--- src/rtl/meas_sequencer_pkg.sv ---
// Shared types and codes for the measurement sequencer: FSM states, run mode
// and the method_state encoding reported to the front panel.
package meas_seq_pkg;

    typedef enum logic [1:0] {
        ST_IDLE   = 2'd0,
        ST_LAUNCH = 2'd1,
        ST_WAIT   = 2'd2,
        ST_DONE   = 2'd3
    } state_t;

    typedef enum logic {
        MODE_SINGLE = 1'b0,
        MODE_SWEEP  = 1'b1
    } mode_t;

    localparam logic [1:0] METHOD_IDLE   = 2'b00;
    localparam logic [1:0] METHOD_SINGLE = 2'b10;
    localparam logic [1:0] METHOD_SWEEP  = 2'b11;

    function automatic logic [1:0] method_code(mode_t m);
        return (m == MODE_SWEEP) ? METHOD_SWEEP : METHOD_SINGLE;
    endfunction

endpackage

--- src/rtl/meas_sequencer_if.sv ---
// DDS-side handshake: the sequencer presents a table address with a launch
// pulse and receives the per-point completion pulse from the UART sender.
interface meas_sequencer_if #(
    parameter int ADDR_W = 6
);
    logic [ADDR_W-1:0] addr;
    logic              valid_dds;
    logic              end_send_uart;

    modport master (output addr, output valid_dds, input end_send_uart);
    modport slave  (input addr, input valid_dds, output end_send_uart);
endinterface

--- src/rtl/meas_sequencer_point_list.sv ---
// Point list for single-list mode: register file with one synchronous write
// port and one combinational read port, cleared on reset.
module seq_point_list #(
    parameter int ADDR_W     = 6,
    parameter int LIST_DEPTH = 8,
    localparam int IDX_W     = $clog2(LIST_DEPTH)
) (
    input  logic              clk,
    input  logic              rstn,
    input  logic              we_i,
    input  logic [IDX_W-1:0]  waddr_i,
    input  logic [ADDR_W-1:0] wdata_i,
    input  logic [IDX_W-1:0]  raddr_i,
    output logic [ADDR_W-1:0] rdata_o
);

    logic [ADDR_W-1:0] mem_q [LIST_DEPTH];

    always_ff @(posedge clk or negedge rstn) begin
        if (!rstn) begin
            for (int i = 0; i < LIST_DEPTH; i++) begin
                mem_q[i] <= '0;
            end
        end else if (we_i) begin
            mem_q[waddr_i] <= wdata_i;
        end
    end

    // A same-cycle write is not seen by the read, so a launched point never changes.
    assign rdata_o = mem_q[raddr_i];

endmodule

--- src/rtl/meas_sequencer.sv ---
// Measurement sequencer: steps DDS table addresses through a programmable
// list or a first..last sweep, one launch per point, with timeout retry.
module meas_sequencer
    import meas_seq_pkg::*;
#(
    parameter int ADDR_W      = 6,
    parameter int LIST_DEPTH  = 8,
    parameter int TIMEOUT_CYC = 50_000_000,
    localparam int IDX_W      = $clog2(LIST_DEPTH),
    localparam int LEN_W      = IDX_W + 1
) (
    input  logic               clk,
    input  logic               rstn,
    input  logic               key_single,
    input  logic               key_sweep,
    input  logic               key_stop,
    input  logic               cont_en,
    input  logic [LEN_W-1:0]   list_len,
    input  logic               list_we,
    input  logic [IDX_W-1:0]   list_waddr,
    input  logic [ADDR_W-1:0]  list_wdata,
    input  logic [ADDR_W-1:0]  sweep_first,
    input  logic [ADDR_W-1:0]  sweep_last,
    meas_sequencer_if.master   dds,
    output logic [1:0]         method_state,
    output logic               busy,
    output logic               sweep_done,
    output logic               timeout_flag
);

    localparam int          CNT_W = (TIMEOUT_CYC > 1) ? $clog2(TIMEOUT_CYC) : 1;
    localparam int unsigned TLIM  = (TIMEOUT_CYC > 0) ? TIMEOUT_CYC - 1 : 0;
    localparam logic [CNT_W-1:0] TMAX = CNT_W'(TLIM);
    localparam bit          TO_EN = (TIMEOUT_CYC > 0);

    function automatic logic [LEN_W-1:0] clamp_len(logic [LEN_W-1:0] l);
        if (l == '0)                     return LEN_W'(1);
        if (l > LEN_W'(LIST_DEPTH))      return LEN_W'(LIST_DEPTH);
        return l;
    endfunction

    state_t            state_q;
    mode_t             mode_q;
    logic [ADDR_W-1:0] addr_q, first_q, last_q;
    logic              asc_q;
    logic [IDX_W-1:0]  idx_q;
    logic [LEN_W-1:0]  len_q;
    logic [CNT_W-1:0]  tcnt_q;
    logic              valid_q, done_q, tflag_q, busy_q;
    logic [1:0]        method_q;

    logic              start_single;
    logic [LEN_W-1:0]  idx_inc;
    logic [IDX_W-1:0]  idx_next;
    logic [IDX_W-1:0]  raddr;
    logic [ADDR_W-1:0] list_rdata;
    logic              timeout_hit;

    assign start_single = key_single & ~key_sweep & ~key_stop;
    assign idx_inc      = {1'b0, idx_q} + LEN_W'(1);
    assign idx_next     = (idx_inc >= len_q) ? '0 : idx_inc[IDX_W-1:0];
    assign raddr        = start_single ? '0 : idx_next;
    assign timeout_hit  = TO_EN && (tcnt_q == TMAX);

    seq_point_list #(
        .ADDR_W     (ADDR_W),
        .LIST_DEPTH (LIST_DEPTH)
    ) u_list (
        .clk     (clk),
        .rstn    (rstn),
        .we_i    (list_we),
        .waddr_i (list_waddr),
        .wdata_i (list_wdata),
        .raddr_i (raddr),
        .rdata_o (list_rdata)
    );

    always_ff @(posedge clk or negedge rstn) begin
        if (!rstn) begin
            state_q  <= ST_IDLE;
            mode_q   <= MODE_SINGLE;
            addr_q   <= '0;
            first_q  <= '0;
            last_q   <= '0;
            asc_q    <= 1'b1;
            idx_q    <= '0;
            len_q    <= LEN_W'(1);
            tcnt_q   <= '0;
            valid_q  <= 1'b0;
            done_q   <= 1'b0;
            tflag_q  <= 1'b0;
            busy_q   <= 1'b0;
            method_q <= METHOD_IDLE;
        end else begin
            valid_q <= 1'b0;
            done_q  <= 1'b0;
            // Keys take priority over anything the current state would do.
            if (key_stop) begin
                if (state_q != ST_IDLE) begin
                    state_q  <= ST_IDLE;
                    busy_q   <= 1'b0;
                    method_q <= METHOD_IDLE;
                end
            end else if (key_sweep) begin
                first_q  <= sweep_first;
                last_q   <= sweep_last;
                asc_q    <= (sweep_first <= sweep_last);
                addr_q   <= sweep_first;
                mode_q   <= MODE_SWEEP;
                state_q  <= ST_LAUNCH;
                valid_q  <= 1'b1;
                tcnt_q   <= '0;
                tflag_q  <= 1'b0;
                busy_q   <= 1'b1;
                method_q <= METHOD_SWEEP;
            end else if (key_single) begin
                len_q    <= clamp_len(list_len);
                idx_q    <= '0;
                addr_q   <= list_rdata;
                mode_q   <= MODE_SINGLE;
                state_q  <= ST_LAUNCH;
                valid_q  <= 1'b1;
                tcnt_q   <= '0;
                tflag_q  <= 1'b0;
                busy_q   <= 1'b1;
                method_q <= METHOD_SINGLE;
            end else begin
                case (state_q)
                    ST_LAUNCH: begin
                        tcnt_q  <= '0;
                        state_q <= ST_WAIT;
                    end
                    ST_WAIT: begin
                        if (dds.end_send_uart) begin
                            if (mode_q == MODE_SINGLE) begin
                                idx_q   <= idx_next;
                                addr_q  <= list_rdata;
                                state_q <= ST_LAUNCH;
                                valid_q <= 1'b1;
                            end else if (addr_q == last_q) begin
                                state_q <= ST_DONE;
                                done_q  <= 1'b1;
                            end else begin
                                addr_q  <= asc_q ? addr_q + ADDR_W'(1) : addr_q - ADDR_W'(1);
                                state_q <= ST_LAUNCH;
                                valid_q <= 1'b1;
                            end
                        end else if (timeout_hit) begin
                            tflag_q <= 1'b1;
                            state_q <= ST_LAUNCH;
                            valid_q <= 1'b1;
                        end else begin
                            tcnt_q <= tcnt_q + CNT_W'(1);
                        end
                    end
                    ST_DONE: begin
                        if (cont_en) begin
                            addr_q  <= first_q;
                            state_q <= ST_LAUNCH;
                            valid_q <= 1'b1;
                        end else begin
                            state_q  <= ST_IDLE;
                            busy_q   <= 1'b0;
                            method_q <= METHOD_IDLE;
                        end
                    end
                    default: begin
                        method_q <= METHOD_IDLE;
                    end
                endcase
            end
        end
    end

    assign dds.addr      = addr_q;
    assign dds.valid_dds = valid_q;
    assign method_state  = method_q;
    assign busy          = busy_q;
    assign sweep_done    = done_q;
    assign timeout_flag  = tflag_q;

endmodule

--- src/flat_wrapper.sv ---
// flat-port wrapper written by rule: the top's interface ports become plain ports
module meas_sequencer_flat import meas_seq_pkg::*;
#(
    parameter int ADDR_W      = 6,
    parameter int LIST_DEPTH  = 8,
    parameter int TIMEOUT_CYC = 50_000_000,
    localparam int IDX_W      = $clog2(LIST_DEPTH),
    localparam int LEN_W      = IDX_W + 1
)
  (clk, rstn, key_single, key_sweep, key_stop, cont_en, list_len, list_we, list_waddr, list_wdata, sweep_first, sweep_last, method_state, busy, sweep_done, timeout_flag, dds_addr, dds_valid_dds, dds_end_send_uart);
  meas_sequencer_if #(.ADDR_W(ADDR_W)) dds_i ();
  input  logic clk;
  input  logic rstn;
  input  logic key_single;
  input  logic key_sweep;
  input  logic key_stop;
  input  logic cont_en;
  input  logic [LEN_W-1:0] list_len;
  input  logic list_we;
  input  logic [IDX_W-1:0] list_waddr;
  input  logic [ADDR_W-1:0] list_wdata;
  input  logic [ADDR_W-1:0] sweep_first;
  input  logic [ADDR_W-1:0] sweep_last;
  output logic [1:0] method_state;
  output logic busy;
  output logic sweep_done;
  output logic timeout_flag;
  output wire logic [$bits(dds_i.addr)-1:0] dds_addr;
  output wire logic [$bits(dds_i.valid_dds)-1:0] dds_valid_dds;
  input wire logic [$bits(dds_i.end_send_uart)-1:0] dds_end_send_uart;
  assign dds_addr = dds_i.addr;
  assign dds_valid_dds = dds_i.valid_dds;
  assign dds_i.end_send_uart = dds_end_send_uart;
  meas_sequencer #(.ADDR_W(ADDR_W), .LIST_DEPTH(LIST_DEPTH), .TIMEOUT_CYC(TIMEOUT_CYC)) u_core (.clk(clk), .rstn(rstn), .key_single(key_single), .key_sweep(key_sweep), .key_stop(key_stop), .cont_en(cont_en), .list_len(list_len), .list_we(list_we), .list_waddr(list_waddr), .list_wdata(list_wdata), .sweep_first(sweep_first), .sweep_last(sweep_last), .dds(dds_i), .method_state(method_state), .busy(busy), .sweep_done(sweep_done), .timeout_flag(timeout_flag));
endmodule
--- config.mk ---
export PLATFORM = sky130hd
export DESIGN_NAME = meas_sequencer_flat
export DESIGN_NICKNAME = d
export VERILOG_FILES = /design/src/rtl/meas_sequencer_pkg.sv /design/src/rtl/meas_sequencer_if.sv /design/src/rtl/meas_sequencer_point_list.sv /design/src/rtl/meas_sequencer.sv /design/src/flat_wrapper.sv
export SDC_FILE = /design/constraint.sdc
export NUM_CORES = 1
export LEC_CHECK = 0
export ABC_AREA = 1
export CORE_ASPECT_RATIO = 0.7
export CORE_MARGIN = 3
export CORE_UTILIZATION = 60
export CTS_CLUSTER_DIAMETER = 200
export DETAILED_ROUTE_END_ITERATION = 12
export GPL_ROUTABILITY_DRIVEN = 0
export HOLD_SLACK_MARGIN = 0.05
export MAX_ROUTING_LAYER = met4
export PLACE_DENSITY = 0.81
export RECOVER_POWER = 25
export SLEW_MARGIN = 20
export SYNTH_ARGS = -nofsm -noshare
export SYNTH_HDL_FRONTEND = slang
export SYNTH_SLANG_ARGS = --single-unit
--- constraint.sdc ---
create_clock -name clk -period 2.48 [get_ports clk]
set_input_delay 0.248 -clock clk [delete_from_list [all_inputs] [get_ports clk]]
set_output_delay 0.248 -clock clk [all_outputs]
set_load 0.005 [all_outputs]
Yosys cells after proc, flatten, opt, wreduce, memory -nomap -nowiden
Cells that the tools add are included.
{"block": "op_classes", "addsub": 4, "order_cmp": 6, "eq_ne": 17, "muxes": 82, "n_bitwise": 6, "n_reduce_logical": 23}
{"operator": "26-bit two-way mux", "n": 4}
{"operator": "6-bit two-way mux", "n": 10}
{"operator": "26-bit one-hot mux with 2 select lines", "n": 1}
{"operator": "48-bit bitwise mux", "n": 1}
{"operator": "1-bit two-way mux", "n": 38}
{"operator": "26-bit by 1-bit adder with 26-bit output (second input constant)", "n": 1}
{"operator": "26-bit == test (second input constant)", "n": 1}
{"operator": "2-bit two-way mux", "n": 12}
{"operator": "4-bit inequality test (second input constant)", "n": 5}
{"operator": "6-bit binary-select mux with 3-bit select", "n": 1}
{"operator": "6-bit demux with 3-bit select", "n": 1}
{"operator": "3-bit two-way mux", "n": 6}
{"operator": "4-bit two-way mux", "n": 4}
{"operator": "6-bit one-hot mux with 2 select lines", "n": 1}
{"operator": "3-bit AND reduction", "n": 4}
{"operator": "4-bit nonzero test", "n": 3}
{"operator": "5-bit inequality test (second input constant)", "n": 2}
{"operator": "5-bit AND reduction", "n": 2}
{"operator": "4-bit >= comparator (second input constant)", "n": 2}
{"operator": "3-bit inverter with 4-bit output", "n": 2}
{"operator": "4-bit AND reduction", "n": 2}
{"operator": "2-bit nonzero test", "n": 4}
{"operator": "6-bit by 1-bit adder with 6-bit output (second input constant)", "n": 1}
{"operator": "6-bit == test", "n": 1}
{"operator": "24 further kinds", "n": 29}
{"block": "totals", "regBits": 109, "inputBits": 33, "output_inout_bits": 12, "wordCells": 160}

Depth between registers and ports, before layout
Gate-level depths: netlist of run 1.
{"block": "logic_depth", "depth_word": 13, "ltp_mapped": 16, "mapped_depth_nobuf": 16}

Modules after synthesis
A second synthesis of run 1 with hierarchy kept.
{"block": "hier_totals", "hier_cells": 1004, "area_unflattened_um2": 6904.1}
{"mod": "meas_sequencer", "instances": 1, "cells_per_inst": 669, "area_per_inst_um2": 4504.3, "seq_area_each_um2": 1529.0}
{"mod": "seq_point_list", "instances": 1, "cells_per_inst": 335, "area_per_inst_um2": 2399.8, "seq_area_each_um2": 1201.2}

Worst setup path after synthesis of run 1
No wires, ideal clock.
{"block": "synth_timing", "path_kind": "reg-to-reg", "start": "register u_core.idx_q[0]", "end": "register u_core.addr_q[2], in the netlist u_core.dds.addr[2]", "setup_ns": 0.117, "arrival_time_ns": 2.116, "required_ns": 2.363, "path_slack_ns": 0.247, "stages_incl_launch_ff": 17, "path_buffers": 1, "period_less_slack_ns": 2.233, "cell_sequence": "dfrtp_1 > ha_1 > xor2_1 > ha_1 > nand2_1 > inv_1 > nand2_1 > nand3_2 > nor2_4 > buf_6 > nand2_1 > nand3_1 > nand3_1 > nand3_1 > nand2_1 > nand2_1 > nand2_1"}
{"block": "synth_via", "elab_chain_len": 13}
{"item": "from (decl)", "line_no": "meas_sequencer.sv:46", "text": "logic [IDX_W-1:0] idx_q;"}
{"item": "from (signal assigned)", "line_no": "meas_sequencer.sv:136", "text": "idx_q <= idx_next;"}
{"item": "3-bit by 1-bit adder with 4-bit output *", "line_no": "meas_sequencer.sv:60", "text": "assign idx_inc = {1'b0, idx_q} + LEN_W'(1);"}
{"item": "4-bit >= comparator", "line_no": "meas_sequencer.sv:61", "text": "assign idx_next = (idx_inc >= len_q) ? '0 : idx_inc[IDX_W-1:0];"}
{"item": "3-bit two-way mux *", "line_no": "meas_sequencer.sv:61"}
{"item": "3-bit two-way mux *", "line_no": "meas_sequencer.sv:62", "text": "assign raddr = start_single ? '0 : idx_next;"}
{"item": "3-bit inverter with 4-bit output (not written as such) *", "line_no": "meas_sequencer_point_list.sv:30", "text": "assign rdata_o = mem_q[raddr_i];"}
{"item": "6-bit binary-select mux with 3-bit select *", "line_no": "meas_sequencer_point_list.sv:30"}
{"item": "6-bit two-way mux (not written as such) * (2 in series)", "line_no": "meas_sequencer_point_list.sv:30"}
{"item": "6-bit two-way mux", "line_no": "meas_sequencer.sv:135", "text": "if (mode_q == MODE_SINGLE) begin"}
{"item": "6-bit two-way mux", "line_no": "meas_sequencer.sv:134", "text": "if (dds.end_send_uart) begin"}
{"item": "6-bit one-hot mux with 2 select lines", "line_no": "meas_sequencer.sv:128", "text": "case (state_q)"}
{"item": "6-bit two-way mux *", "line_no": "meas_sequencer.sv:116", "text": "end else if (key_single) begin"}
{"item": "6-bit two-way mux *", "line_no": "meas_sequencer.sv:104", "text": "end else if (key_sweep) begin"}
{"item": "to (signal assigned)", "line_no": "meas_sequencer.sv:108", "text": "addr_q <= sweep_first;"}
{"item": "to (signal assigned)", "line_no": "meas_sequencer.sv:119", "text": "addr_q <= list_rdata;"}
{"item": "to (signal assigned)", "line_no": "meas_sequencer.sv:137", "text": "addr_q <= list_rdata;"}
{"item": "to (decl)", "line_no": "meas_sequencer.sv:44", "text": "logic [ADDR_W-1:0] addr_q, first_q, last_q;"}
Mark *: on every way between the ends. The rest lies on a longest branch, timed or not. The select of a mux whose other input is x is not followed.
A chain may end at the register's enable or synchronous reset.

Worst setup path after layout of run 1
Same ends and word-level chain as after synthesis.

==> metrics.csv, run 1 <==
stage,metric,value,unit
global_route,GRT Util Overall,30.0,%
job,max_cap viols,0,
timing,Fmax achieved,424,MHz
placement,# port buffers,44,
synth,Syn Area/Cell,7.46,µm²
global_route,initial antenna violation count,0,
routing,1st-pass router iterations,6,
setup_path,Crit path top cell by count,nand2_1,
routing,"wirelength, routed",18200,µm
synth,Synth Instances,893,
floorplanning,I/O pin cnt,45,
power_and_ir_drop,Peak VDD IR,413,µV
synth,post-synthesis sequential area ratio,41.0,%
synth,synth unique cells,48,
finish,Syn-to-layout area delta,15.2,%
clocking,clk buf depth,2,
global_route,GRT overflow,0,
clocking,cts bufs inserted,9,
floorplanning,die width,132,µm
finish,Final Core Density,72.4,%
synth,area share of the largest cell type after synthesis,40.2,%
setup_path,Arrival @ worst endpoint,2610,ps
synth,Synth Register Bits,109,
clocking,worst skew pair latency,360,ps
setup_path,WP buf/inv,2,
setup_path,Worst setup EP type,flip-flop,
clocking,htree depth,3,
timing,Clock Skew,8.43,ps
finish,Nets,997,
finish,diode count,0,
finish,Filler cells,804,
synth,Area contributors post-synth,"dfrtp_1 40%, nand2_1 13%, inv_1 7.0%, o21ai_0 6.6%, nand3_1 5.3%",
clocking,Worst-path clk slew,80,ps
finish,share of cells above drive strength 1,8.65,%
synth,YS warnings,0,
timing,number of setup violations in the final report,0,
synth,Syn Nets,947,
setup_path,maximum fanout along the worst path,7,
floorplanning,row cnt,31,
routing,DRT iter0 DRCs,901,
timing,Final period util,95.0,%
hold_path,HP Class,in2reg,
setup_path,crit-path max cell delay,450,ps
timing,Hold Fails Final Rpt,0,
floorplanning,Starting Density,62.9,%
clocking,TritonCTS clock tree,done,
placement,Post-DP HPWL,12800,µm
setup_path,crit-path leading delay family,simple AND/OR/NAND/NOR gates,
finish,"most common cell after layout, fill and taps aside",nand2_1,
floorplanning,die area,0.0124,mm²
routing,ANT nets after route,0,
setup_path,cell with the largest stage delay on the worst path,dfrtp_2,
setup_path,CP Launch Type,flip-flop,
synth,Syn Std Cell Area,0.00666,mm²
floorplanning,CORE AREA,0.0106,mm²
finish,Final Cell Area,0.00767,mm²
routing,vias after detailed routing,6488,
timing,Slew headroom,13.3,%
global_route,largest net degree at the start of global routing,54,
clocking,clk root buf,clkbuf_16,
timing,Final min period,2360,ps
outcome,outcome,finished clean,
power_and_ir_drop,power density over cell area,644,mW/mm²
routing,DRC viols,0,
setup_path,critical path data required time,2730,ps
floorplanning,Chip Height,94.1,µm
routing,Via density,5.92,
synth,"area leader, netlist",dfrtp_1,
timing,final max-slew violation count,0,
power_and_ir_drop,static leakage,3.59,nW
finish,"commonest non-fill, non-tap cells in the layout","231 x nand2_1, 124 x inv_1, 106 x dfrtp_1",
setup_path,"Cell Chain, Critical Path",ha_4 > xor2_2 > ha_1 > nand2_1 > inv_1 > nand2_4 > nand3_4 > buf_4 > nand2_1 > nand3_1 > nand3_1 > nand3_1 > nand2_1 > nand2_1 > nand2_1,
global_route,first-pass GRT wire length,29200,µm
timing,Slew @ Worst Pin,1300,ps
global_route,vias in the first global route,6011,
placement,Placed Area,0.00723,mm²
setup_path,critical path class,reg2reg,
clocking,Sink Count,109,
routing,Routed WL per cell,16.6,µm
[flip-flops by register name (all words and copies together), names as in the netlist, 2 cells and up]
name	flops
u_core.last_q	6
u_core.u_list.mem_q	48
u_core.state_q	2
u_core.dds.addr	6
u_core.method_state	2
u_core.idx_q	3
u_core.first_q	6
u_core.len_q	4
u_core.tcnt_q	26
[tightest hold or removal path: stages]
cell and delay, ps:
clkdlybuf4s50_1 410, nand2_1 60, o21ai_0 70
[synthesized netlist by cell type, drive strengths merged]
master  count
ha         20
nand2     234
nand3b      1
xnor2       3
clkbuf     15
fa          1
nor3b       1
o21ai     105
clkinv      2
nand4      24
dfstp       2
nand3      74
o31ai       9
a31oi       1
nor3       23
a22oi       2
o21a        1
o22ai       3
nor2       57
a311oi      1
o211ai      5
a21o        2
xor2       16
nor4        2
a21oi      34
buf        17
inv       131
dfrtp     107
[routing by layer]
metal	track usage, %	up-vias	wire length [µm]
li1	-	3005	-
met2	42.4	419	7770
met3	7.01	44	2250
met5	-	-	0
met1	43.7	3020	7850
met4	7.87	0	293
[cell families after synthesis]
family / synth area share (%)
adder cells (fa/ha/maj): 4.06
XOR/XNOR: 2.50
buffers and inverters: 10.9
flip-flops: 41.0
AO/OA/AOI/OAI: 13.6
AND/OR/NAND/NOR: 27.9
[power breakdown]
part	switching, mW	internal, mW	total (mW)
logic	0.823	0.510	1.33
registers	0.174	2.01	2.18
clock network	0.720	0.704	1.42
total	1.72	3.22	4.94
[final timing paths]
check / endpoint / cells past startpoint / slack [ps] / start
max in group asynchronous: u_core.tcnt_q[13] / 3 / 830 / rstn
setup / recovery: u_core.dds.addr[2] / 15 / 120 / u_core.idx_q[0]
hold / removal: u_core.u_list.mem_q[2] / 3 / 480 / list_wdata[2]
min in group asynchronous: u_core.u_list.mem_q[5] / 2 / 720 / rstn
setup reg to reg: u_core.dds.addr[2] / 15 / 120 / u_core.idx_q[0]
hold reg to reg: u_core.busy / 2 / 480 / u_core.busy
[what timing repair did]
| item | in CTS | in global routing |
|---|---|---|
| hold buffers | 1 | 0 |
| hold endpoints to repair | 50 | 0 |
| buffers inserted | 0 | 1 |
| gates cloned | 3 | 2 |
| endpoints found under the setup margin | 1 | 6 |
| resized for setup | 4 | 13 |
| pin swaps | 3 | 5 |
[final cells by class]
type	instances	area, µm²	share of cell area [%]
multi-input cells	624	3330	43.4
flip-flops and latches	109	2730	35.6
repair buffers	66	628	8.19
inverters	133	507	6.61
clock buffers	9	225	2.94
well taps	148	185	2.41
clock inverters	7	62.6	0.816
[per-stage QoR]
stage | setup TNS, ps | total power [mW] | hold WS, ps | cells | setup slack (ps)
final | 0 | 4.94 | 476 | 1096 | 124
after global routing | -35.1 | 5.23 | 490 | 1096 | -11.5
after CTS | 0 | 4.89 | 467 | 1093 | 32.8
after detailed placement | 0 | 3.43 | 329 | 1073 | 21.1
after global placement | 0 | 3.38 | 317 | 1073 | 179
after floorplan | 0 | 3.02 | -47.6 | 893 | 247
No activity file was read; power rests on OpenSTA's default activity.
==> run 2: changes to the inputs <==
--- a/config.mk
+++ b/config.mk
@@ -16,7 +16,7 @@
 export MAX_ROUTING_LAYER = met4
 export PLACE_DENSITY = 0.81
 export RECOVER_POWER = 25
-export SLEW_MARGIN = 20
+export SLEW_MARGIN = 25
 export SYNTH_ARGS = -nofsm -noshare
 export SYNTH_HDL_FRONTEND = slang
 export SYNTH_SLANG_ARGS = --single-unit
==> results of run 2 <==
Same layout as run 1: the final DEF is identical, and so are final timing and power.
